[config.mk]
export PLATFORM = sky130hd
export DESIGN_NAME = seq_det_ctrl
export DESIGN_NICKNAME = d
export VERILOG_FILES = /design/src/rtl/seq_det_ctrl.sv
export SDC_FILE = /design/constraint.sdc
export NUM_CORES = 1
export LEC_CHECK = 0
export BUFFER_PORTS_ARGS = -buffer_cell sky130_fd_sc_hd__buf_4
export CORE_UTILIZATION = 51
export CTS_CLUSTER_SIZE = 40
export DETAILED_ROUTE_END_ITERATION = 8
export GPL_TIMING_DRIVEN = 0
export HOLD_SLACK_MARGIN = 0.02
export PLACE_DENSITY = 0.76
export SLEW_MARGIN = 20
export SYNTH_ARGS = -nofsm -noshare
export SYNTH_HDL_FRONTEND = slang
export SYNTH_SLANG_ARGS = --single-unit
[constraint.sdc]
create_clock -name clk -period 2.55 [get_ports clk]
set_clock_uncertainty 0.2 [all_clocks]
set_input_delay 0.51 -clock clk [delete_from_list [all_inputs] [get_ports clk]]
set_output_delay 0.51 -clock clk [all_outputs]
set_load 0.03 [all_outputs]
[src/rtl/seq_det_ctrl.sv]
// Run-time controller for a serial Moore sequence detector: programmable pattern,
// arm/disarm, valid-gated sampling, overlap select and a saturating match counter.
module seq_det_ctrl #(
  parameter int               PAT_W   = 8,
  parameter int               CNT_W   = 8,
  parameter logic [PAT_W-1:0] DEF_PAT = PAT_W'(8'b0000_1100),
  parameter int               DEF_LEN = 4
) (
  input  logic             clk,
  input  logic             reset,
  input  logic             cfg_we,
  input  logic [PAT_W-1:0] cfg_pattern,
  input  logic [3:0]       cfg_len,
  input  logic             cfg_overlap,
  input  logic             start,
  input  logic             stop,
  input  logic             ip,
  input  logic             ip_valid,
  output logic             op,
  output logic             busy,
  output logic [CNT_W-1:0] match_cnt,
  output logic             cnt_sat,
  output logic             cfg_err
);

  localparam logic [3:0]       PW4     = 4'(PAT_W);
  localparam logic [CNT_W-1:0] CNT_MAX = {CNT_W{1'b1}};

  typedef enum logic [1:0] {
    ST_IDLE = 2'd0,
    ST_RUN  = 2'd1,
    ST_HIT  = 2'd2
  } state_t;

  state_t           r_state;
  logic [PAT_W-1:0] r_pat;
  logic [PAT_W-1:0] r_hist;
  logic [3:0]       r_len;
  logic [3:0]       r_fill;
  logic             r_ovl;
  logic             r_op;
  logic             r_busy;
  logic             r_err;
  logic             r_sat;
  logic [CNT_W-1:0] r_cnt;

  logic [PAT_W-1:0] w_hist_nx;
  logic [PAT_W-1:0] w_mask;
  logic [3:0]       w_fill_nx;
  logic             w_match;
  logic             w_len_ok;

  // Next history/fill and the match decision for the bit being sampled this edge
  always_comb begin
    w_hist_nx = {r_hist[PAT_W-2:0], ip};
    w_fill_nx = (r_fill == PW4) ? r_fill : (r_fill + 4'd1);
    for (int i = 0; i < PAT_W; i++) begin
      w_mask[i] = (i < int'(r_len));
    end
    w_match  = ip_valid && (((w_hist_nx ^ r_pat) & w_mask) == '0) && (w_fill_nx >= r_len);
    w_len_ok = (cfg_len != 4'd0) && (cfg_len <= PW4);
  end

  // Control FSM with all outputs registered
  always_ff @(posedge clk or posedge reset) begin
    if (reset) begin
      r_state <= ST_IDLE;
      r_pat   <= DEF_PAT;
      r_len   <= 4'(DEF_LEN);
      r_ovl   <= 1'b1;
      r_hist  <= '0;
      r_fill  <= 4'd0;
      r_op    <= 1'b0;
      r_busy  <= 1'b0;
      r_err   <= 1'b0;
      r_sat   <= 1'b0;
      r_cnt   <= '0;
    end else begin
      case (r_state)
        ST_IDLE: begin
          r_op <= 1'b0;
          if (cfg_we) begin
            // A config write wins over a coincident start
            if (w_len_ok) begin
              r_pat <= cfg_pattern;
              r_len <= cfg_len;
              r_ovl <= cfg_overlap;
              r_err <= 1'b0;
            end else begin
              r_err <= 1'b1;
            end
          end else begin
            r_err <= 1'b0;
            if (start) begin
              r_state <= ST_RUN;
              r_busy  <= 1'b1;
              r_hist  <= '0;
              r_fill  <= 4'd0;
              r_cnt   <= '0;
              r_sat   <= 1'b0;
            end else begin
              r_state <= ST_IDLE;
            end
          end
        end
        ST_RUN, ST_HIT: begin
          r_err <= cfg_we;
          if (stop) begin
            r_state <= ST_IDLE;
            r_busy  <= 1'b0;
            r_op    <= 1'b0;
          end else if (ip_valid) begin
            r_hist <= w_hist_nx;
            if (w_match) begin
              r_state <= ST_HIT;
              r_op    <= 1'b1;
              r_fill  <= r_ovl ? w_fill_nx : 4'd0;
              if (r_cnt == CNT_MAX) begin
                r_sat <= 1'b1;
              end else begin
                r_cnt <= r_cnt + {{(CNT_W-1){1'b0}}, 1'b1};
              end
            end else begin
              r_state <= ST_RUN;
              r_op    <= 1'b0;
              r_fill  <= w_fill_nx;
            end
          end else begin
            r_state <= ST_RUN;
            r_op    <= 1'b0;
          end
        end
        default: begin
          r_state <= ST_IDLE;
          r_busy  <= 1'b0;
          r_op    <= 1'b0;
          r_err   <= 1'b0;
        end
      endcase
    end
  end

  assign op        = r_op;
  assign busy      = r_busy;
  assign match_cnt = r_cnt;
  assign cnt_sat   = r_sat;
  assign cfg_err   = r_err;

endmodule

==> flow_metrics.env, run 1 <==
export IMPL_mappedNetlistArea_sq_um=2080
export IMPL_synthCells=212
export IMPL_cts_sink_count=38
export IMPL_htree_levels=2
export IMPL_drive_gt1_frac=0.346
export IMPL_cts_buffers=5
export IMPL_synth_nets=241
export IMPL_overflow=0
export IMPL_io_pins=32
export IMPL_worst_slew_pin_slew_ns=0.583
export IMPL_rsz0062_at_grt="yes"
export IMPL_fin_crit_sh=1.12
export IMPL_synth_edff_count=0
export IMPL_rows=22
export IMPL_crit_type="reg -> reg"
export IMPL_finalSetupTns_ns=-2.21
export IMPL_grt_pass1_vias=1626
export IMPL_max_slew_margin=0.611
export IMPL_io_buffers=31
export IMPL_core_area_sq_um=3770
export IMPL_synthArstFlopShare=1.00
export IMPL_clock_latency_ns=0.31
export IMPL_ys_seq_area_frac=0.461
export IMPL_clkSlewWorstSetupHoldPaths_ns=0.08
export IMPL_die_area_sq_um=4330
export IMPL_die_w_um=65.8
export IMPL_synth_flop_cell="dfrtp_1"
export IMPL_drt_vias_per_instance=5.52
export IMPL_total_power_w=0.00256
export IMPL_finalSetupViolCount=14
export IMPL_seq_area_sq_um=956
export IMPL_max_freq_ghz=0.352
export IMPL_slew_violations=0
export IMPL_min_period_ns=2.84
export IMPL_gp_congestion=0.828
export IMPL_grt_pass1_wl_um=7530
export IMPL_final_hold_viol_count=0
export IMPL_end_kind="flop"
export IMPL_cts_tree="built"
export IMPL_critPathMaxFanout=7
export IMPL_wl_per_cell_um=14.8
export IMPL_grt_antenna_before_repair=0
export IMPL_violations="negative setup slack"
export IMPL_max_cap_violations=0
export IMPL_antenna_left=0
export IMPL_place_hpwl_um=3220
export IMPL_status="complete, but fails checks"
export IMPL_dp_cells=292
export IMPL_wirelength_um=4560
export IMPL_diodes=0
export IMPL_drc=0
export IMPL_vias=1699
export IMPL_layout_common_cells="buf_4 (39), dfrtp_1 (34), nand2_1 (33)"
export IMPL_syn_area_per_cell_sq_um=9.79
export IMPL_multi_input_area_sq_um=1150
export IMPL_final_common_cell="buf_4"
export IMPL_fin_cells=308
export IMPL_fillers=275
export IMPL_worstSetupStartpointType="flop"
export IMPL_powerDensity_nw_per_um2=955
export IMPL_start_util=0.550
export IMPL_drt_pass1_iter_count=4
export IMPL_ys_warn_count=0
export IMPL_setup_ws_ns=-0.293
export IMPL_worstPathArrival_ns=2.84
export IMPL_synth_distinct_cells=46
export IMPL_syn_to_final_growth_pct=28.9
export IMPL_grt_start_max_net_pins=26
export IMPL_die_y_um=65.8
export IMPL_ys_ff_latch=38
export IMPL_clk_path_buf_depth=2
export IMPL_layout_nets=288
export IMPL_hp_class="in -> reg"
export IMPL_track_usage=0.237
export IMPL_cp_required_ns=2.54
export IMPL_ir_drop_mv=0.567
export IMPL_clock_root_buffer="clkbuf_8"
export IMPL_drtIter0Drc=98
export IMPL_p_leak_nw=1.20
==> synthesized netlist by cell type (all sizes together) (3+ instances only) <==
master,n,area share
nand2,33,0.060
ha,9,0.054
buf,3,0.013
and2,3,0.0096
inv,14,0.025
o31ai,4,0.014
xnor2,9,0.038
nor2,9,0.016
and3,4,0.013
clkbuf,4,0.0072
a21oi,4,0.0096
dfstp,4,0.051
a31oi,6,0.018
nand2b,3,0.0090
xor2,3,0.013
o21ai,22,0.058
nand4,3,0.0090
dfrtp,34,0.41
mux2,10,0.054
nor4b,3,0.020
nand3,6,0.014
==> state kept, by name, summed over array words and instances (netlist names) <==
name / cells
cfg_err: 1
r_pat: 8
match_cnt: 8
r_hist: 7
r_len: 4
r_fill: 4
r_ovl: 1
busy: 1
op: 1
cnt_sat: 1
r_state: 2
==> path summary, 6_finish.rpt <==
path / startpoint / endpoint / slack, ns / cells after the start
worst max register to register: r_fill[0] / match_cnt[5] / -0.29 / 13
worst max-delay path: r_fill[0] / match_cnt[5] / -0.29 / 13
worst min-delay path: cfg_len[1] / r_len[1] / 0.23 / 3
max in group asynchronous: reset / r_len[2] / 1.13 / 4
worst min register to register: busy / busy / 0.30 / 1
min in group asynchronous: reset / busy / 0.51 / 3
==> through the flow <==
stage	util	hold slack [ns]	worst slack, ns	area, sq um
finish	0.710	0.234	-0.293	2680
global route	0.710	0.232	-0.406	2680
CTS	0.693	0.230	-0.248	2610
detailed placement	0.640	0.284	-0.329	2410
global placement	0.635	0.280	-0.306	2390
floorplan	-	0.269	-0.109	2100
==> what timing repair did <==
item / CTS / global route
endpoints found under the hold margin: 13 / 0
setup endpoints to repair: 13 / 15
pin swaps: 7 / 5
setup buffers: 7 / 1
resized for setup: 10 / 11
hold buffers: 1 / 0
==> worst max-delay path, stage by stage, from the launching register on <==
cell	delay [ns]
dfrtp_1	0.41
inv_2	0.09
ha_4	0.15
nand2_1	0.05
nand3_1	0.11
o21ai_2	0.08
ha_1	0.28
o21ai_1	0.05
a222oi_1	0.30
and4b_1	0.27
buf_6	0.13
o21ai_4	0.08
o311a_1	0.29
or2_1	0.22
==> power breakdown <==
part | switching [W] | internal (W)
registers | 0.000179 | 0.000810
clock network | 0.000225 | 0.000217
logic | 0.000611 | 0.000515
==> routing by layer <==
metal	track usage	routed length, um
met4	0.139	111
met2	0.372	2290
met5	0	0
met1	0.301	1970
met3	0.0483	183
==> area by class of cell <==
type                       instances  share of cell area
multi-input combinational        153               0.430
inverter                          14              0.0196
clock inverter                     2             0.00468
buffer                             6              0.0150
sequential                        38               0.357
timing repair buffer              41               0.121
tap                               48              0.0224
clock buffer                       6              0.0309
==> kinds of logic after synthesis <==
logic type	Yosys count	share of synthesized area
xor gates and xnor gates	12	0.0506
adders and majority gates	9	0.0543
muxes	11	0.0591
and+or+nand+nor	75	0.187
AOI/OAI and AO/OA	46	0.143
DFF	38	0.461
buffers and inverters	21	0.0458
Power figures use the tool's default switching activity.
==> run 2: changes to the inputs <==
--- a/config.mk
+++ b/config.mk
@@ -7,11 +7,12 @@
 export LEC_CHECK = 0
 export BUFFER_PORTS_ARGS = -buffer_cell sky130_fd_sc_hd__buf_4
 export CORE_UTILIZATION = 51
+export CTS_CLUSTER_DIAMETER = 80
 export CTS_CLUSTER_SIZE = 40
 export DETAILED_ROUTE_END_ITERATION = 8
 export GPL_TIMING_DRIVEN = 0
 export HOLD_SLACK_MARGIN = 0.02
-export PLACE_DENSITY = 0.76
+export PLACE_DENSITY_LB_ADDON = 0.25
 export SLEW_MARGIN = 20
 export SYNTH_ARGS = -nofsm -noshare
 export SYNTH_HDL_FRONTEND = slang
==> flow_metrics.env, run 2 (synthesis gave the netlist of run 1 again) <==
export IMPL_status="complete, but fails checks"
export IMPL_violations="negative setup slack"
export IMPL_clk_path_buf_depth=2
export IMPL_final_common_cell="buf_4"
export IMPL_cp_required_ns=2.53
export IMPL_powerDensity_nw_per_um2=1010
export IMPL_grt_start_max_net_pins=25
export IMPL_fin_area_sq_um=2760
export IMPL_drc=0
export IMPL_final_util=0.733
export IMPL_track_usage=0.245
export IMPL_crit_family="compound AO/OA/AOI/OAI gates"
export IMPL_worstSetupStartpointType="flop"
export IMPL_overflow=0
export IMPL_drive_gt1_frac=0.361
export IMPL_rsz0062_at_grt="yes"
export IMPL_htree_levels=2
export IMPL_crit_path_top_delay_cell="dfrtp_1"
export IMPL_wl_per_cell_um=15.0
export IMPL_end_kind="flop"
export IMPL_clkSlewWorstSetupHoldPaths_ns=0.08
export IMPL_slew_violations=0
export IMPL_crit_type="reg -> reg"
export IMPL_layout_nets=291
export IMPL_die_w_um=65.8
export IMPL_max_cap_violations=0
export IMPL_clock_root_buffer="clkbuf_8"
export IMPL_placed_area_sq_um=2420
export IMPL_critPathMaxFanout=5
export IMPL_multi_input_area_sq_um=1160
export IMPL_fillers=279
export IMPL_rows=22
export IMPL_place_hpwl_um=3210
export IMPL_antenna_left=0
export IMPL_gp_congestion=0.825
export IMPL_drt_pass1_iter_count=4
export IMPL_setup_ws_ns=-0.271
export IMPL_layout_common_cells="buf_4 (40), dfrtp_1 (34), nand2_1 (33)"
export IMPL_start_util=0.550
export IMPL_fin_cells=311
export IMPL_grt_pass1_vias=1779
export IMPL_fin_crit_sh=1.11
export IMPL_slowest_delay_ns=0.42
export IMPL_diodes=0
export IMPL_hp_class="in -> reg"
export IMPL_worstPathArrival_ns=2.80
export IMPL_finalSetupViolCount=15
export IMPL_io_pins=32
export IMPL_max_slew_margin=0.727
export IMPL_wirelength_um=4670
export IMPL_vias=1754
export IMPL_cts_sink_count=38
export IMPL_grt_antenna_before_repair=0
export IMPL_cts_buffers=5
export IMPL_seq_area_sq_um=956
export IMPL_drtIter0Drc=69
export IMPL_path_cells="inv_2, ha_4, nand2_1, nand3_1, o21ai_2, ha_1, o21ai_1, a222oi_1, and4b_1, buf_6, o21ai_4, buf_4, and3_4, a211o_1"
export IMPL_die_y_um=65.8
export IMPL_worst_slew_pin_slew_ns=0.410
export IMPL_die_area_sq_um=4330
export IMPL_cts_tree="built"
export IMPL_grt_pass1_wl_um=7980
export IMPL_clock_latency_ns=0.29
export IMPL_drt_vias_per_instance=5.64
export IMPL_dp_cells=292
export IMPL_p_leak_nw=1.24
export IMPL_max_freq_ghz=0.355
export IMPL_syn_to_final_growth_pct=33.1
export IMPL_min_period_ns=2.82
export IMPL_final_hold_viol_count=0
export IMPL_crit_buf_inv=3
export IMPL_ir_drop_mv=0.605
export IMPL_io_buffers=31
export IMPL_core_area_sq_um=3770
==> run 2: path summary, 6_finish.rpt <==
path	slack (ns)	end	from	cells after the start
worst max register to register	-0.27	match_cnt[1]	r_fill[0]	14
min in group asynchronous	0.56	op	reset	3
worst min-delay path	0.23	r_len[1]	cfg_len[1]	3
worst max-delay path	-0.27	match_cnt[1]	r_fill[0]	14
worst min register to register	0.30	busy	busy	1
max in group asynchronous	1.08	r_pat[3]	reset	4
==> run 2: metal layers <==
metal / up-vias / share of wire / track usage / wire (um)
met2: 43 / 0.51 / 0.402 / 2370
met1: 856 / 0.43 / 0.315 / 2010
met3: 9 / 0.047 / 0.0603 / 221
li1: 846 / - / - / -
met4: 0 / 0.014 / 0.0815 / 64
met5: - / 0 / 0 / 0
==> run 2: metrics by stage <==
| step | TNS (ns) | power, W | hold slack, ns | worst slack, ns |
|---|---|---|---|---|
| 5_1_grt | -5.43 | 0.00300 | 0.236 | -0.437 |
| 3_5_place_dp | -4.15 | 0.00203 | 0.282 | -0.338 |
| 2_1_floorplan | -0.332 | 0.00173 | 0.269 | -0.109 |
| 3_3_place_gp | -3.35 | 0.00198 | 0.275 | -0.291 |
| 6_report | -3.16 | 0.00280 | 0.230 | -0.271 |
| 4_1_cts | -2.75 | 0.00271 | 0.230 | -0.292 |
==> run 2: cell type report <==
type / instances / share of cell area
Inverter: 14 / 0.0190
Sequential cell: 38 / 0.346
Clock buffer: 6 / 0.0299
Clock inverter: 2 / 0.0217
Buffer: 6 / 0.0145
Timing Repair Buffer: 43 / 0.126
Multi-Input combinational cell: 154 / 0.421
Tap cell: 48 / 0.0217
==> run 2: worst register-to-register path, delay by kind of cell (launching register included) <==
family                     cells  cell delay (ns)
AOI/OAI and AO/OA              5             0.75
adders and majority gates      2             0.42
buffers and inverters          3             0.37
DFF                            1             0.42
and+or+nand+nor                4             0.56
==> run 2: what timing repair did <==
item,CTS,global route
hold buffers,1,0
setup endpoints to repair,13,20
endpoints found under the hold margin,12,0
resized for setup,16,11
gates cloned,1,0
pin swaps,8,11
buffers inserted,7,4
==> run 2: where the power goes <==
part	leakage [nW]	internal, W	total, W	switching, W
registers	0.488	0.000810	0.00100	0.000192
logic	0.685	0.000538	0.00116	0.000624
clock network	0.0714	0.000417	0.000634	0.000217
total	1.24	0.00176	0.00280	0.00103
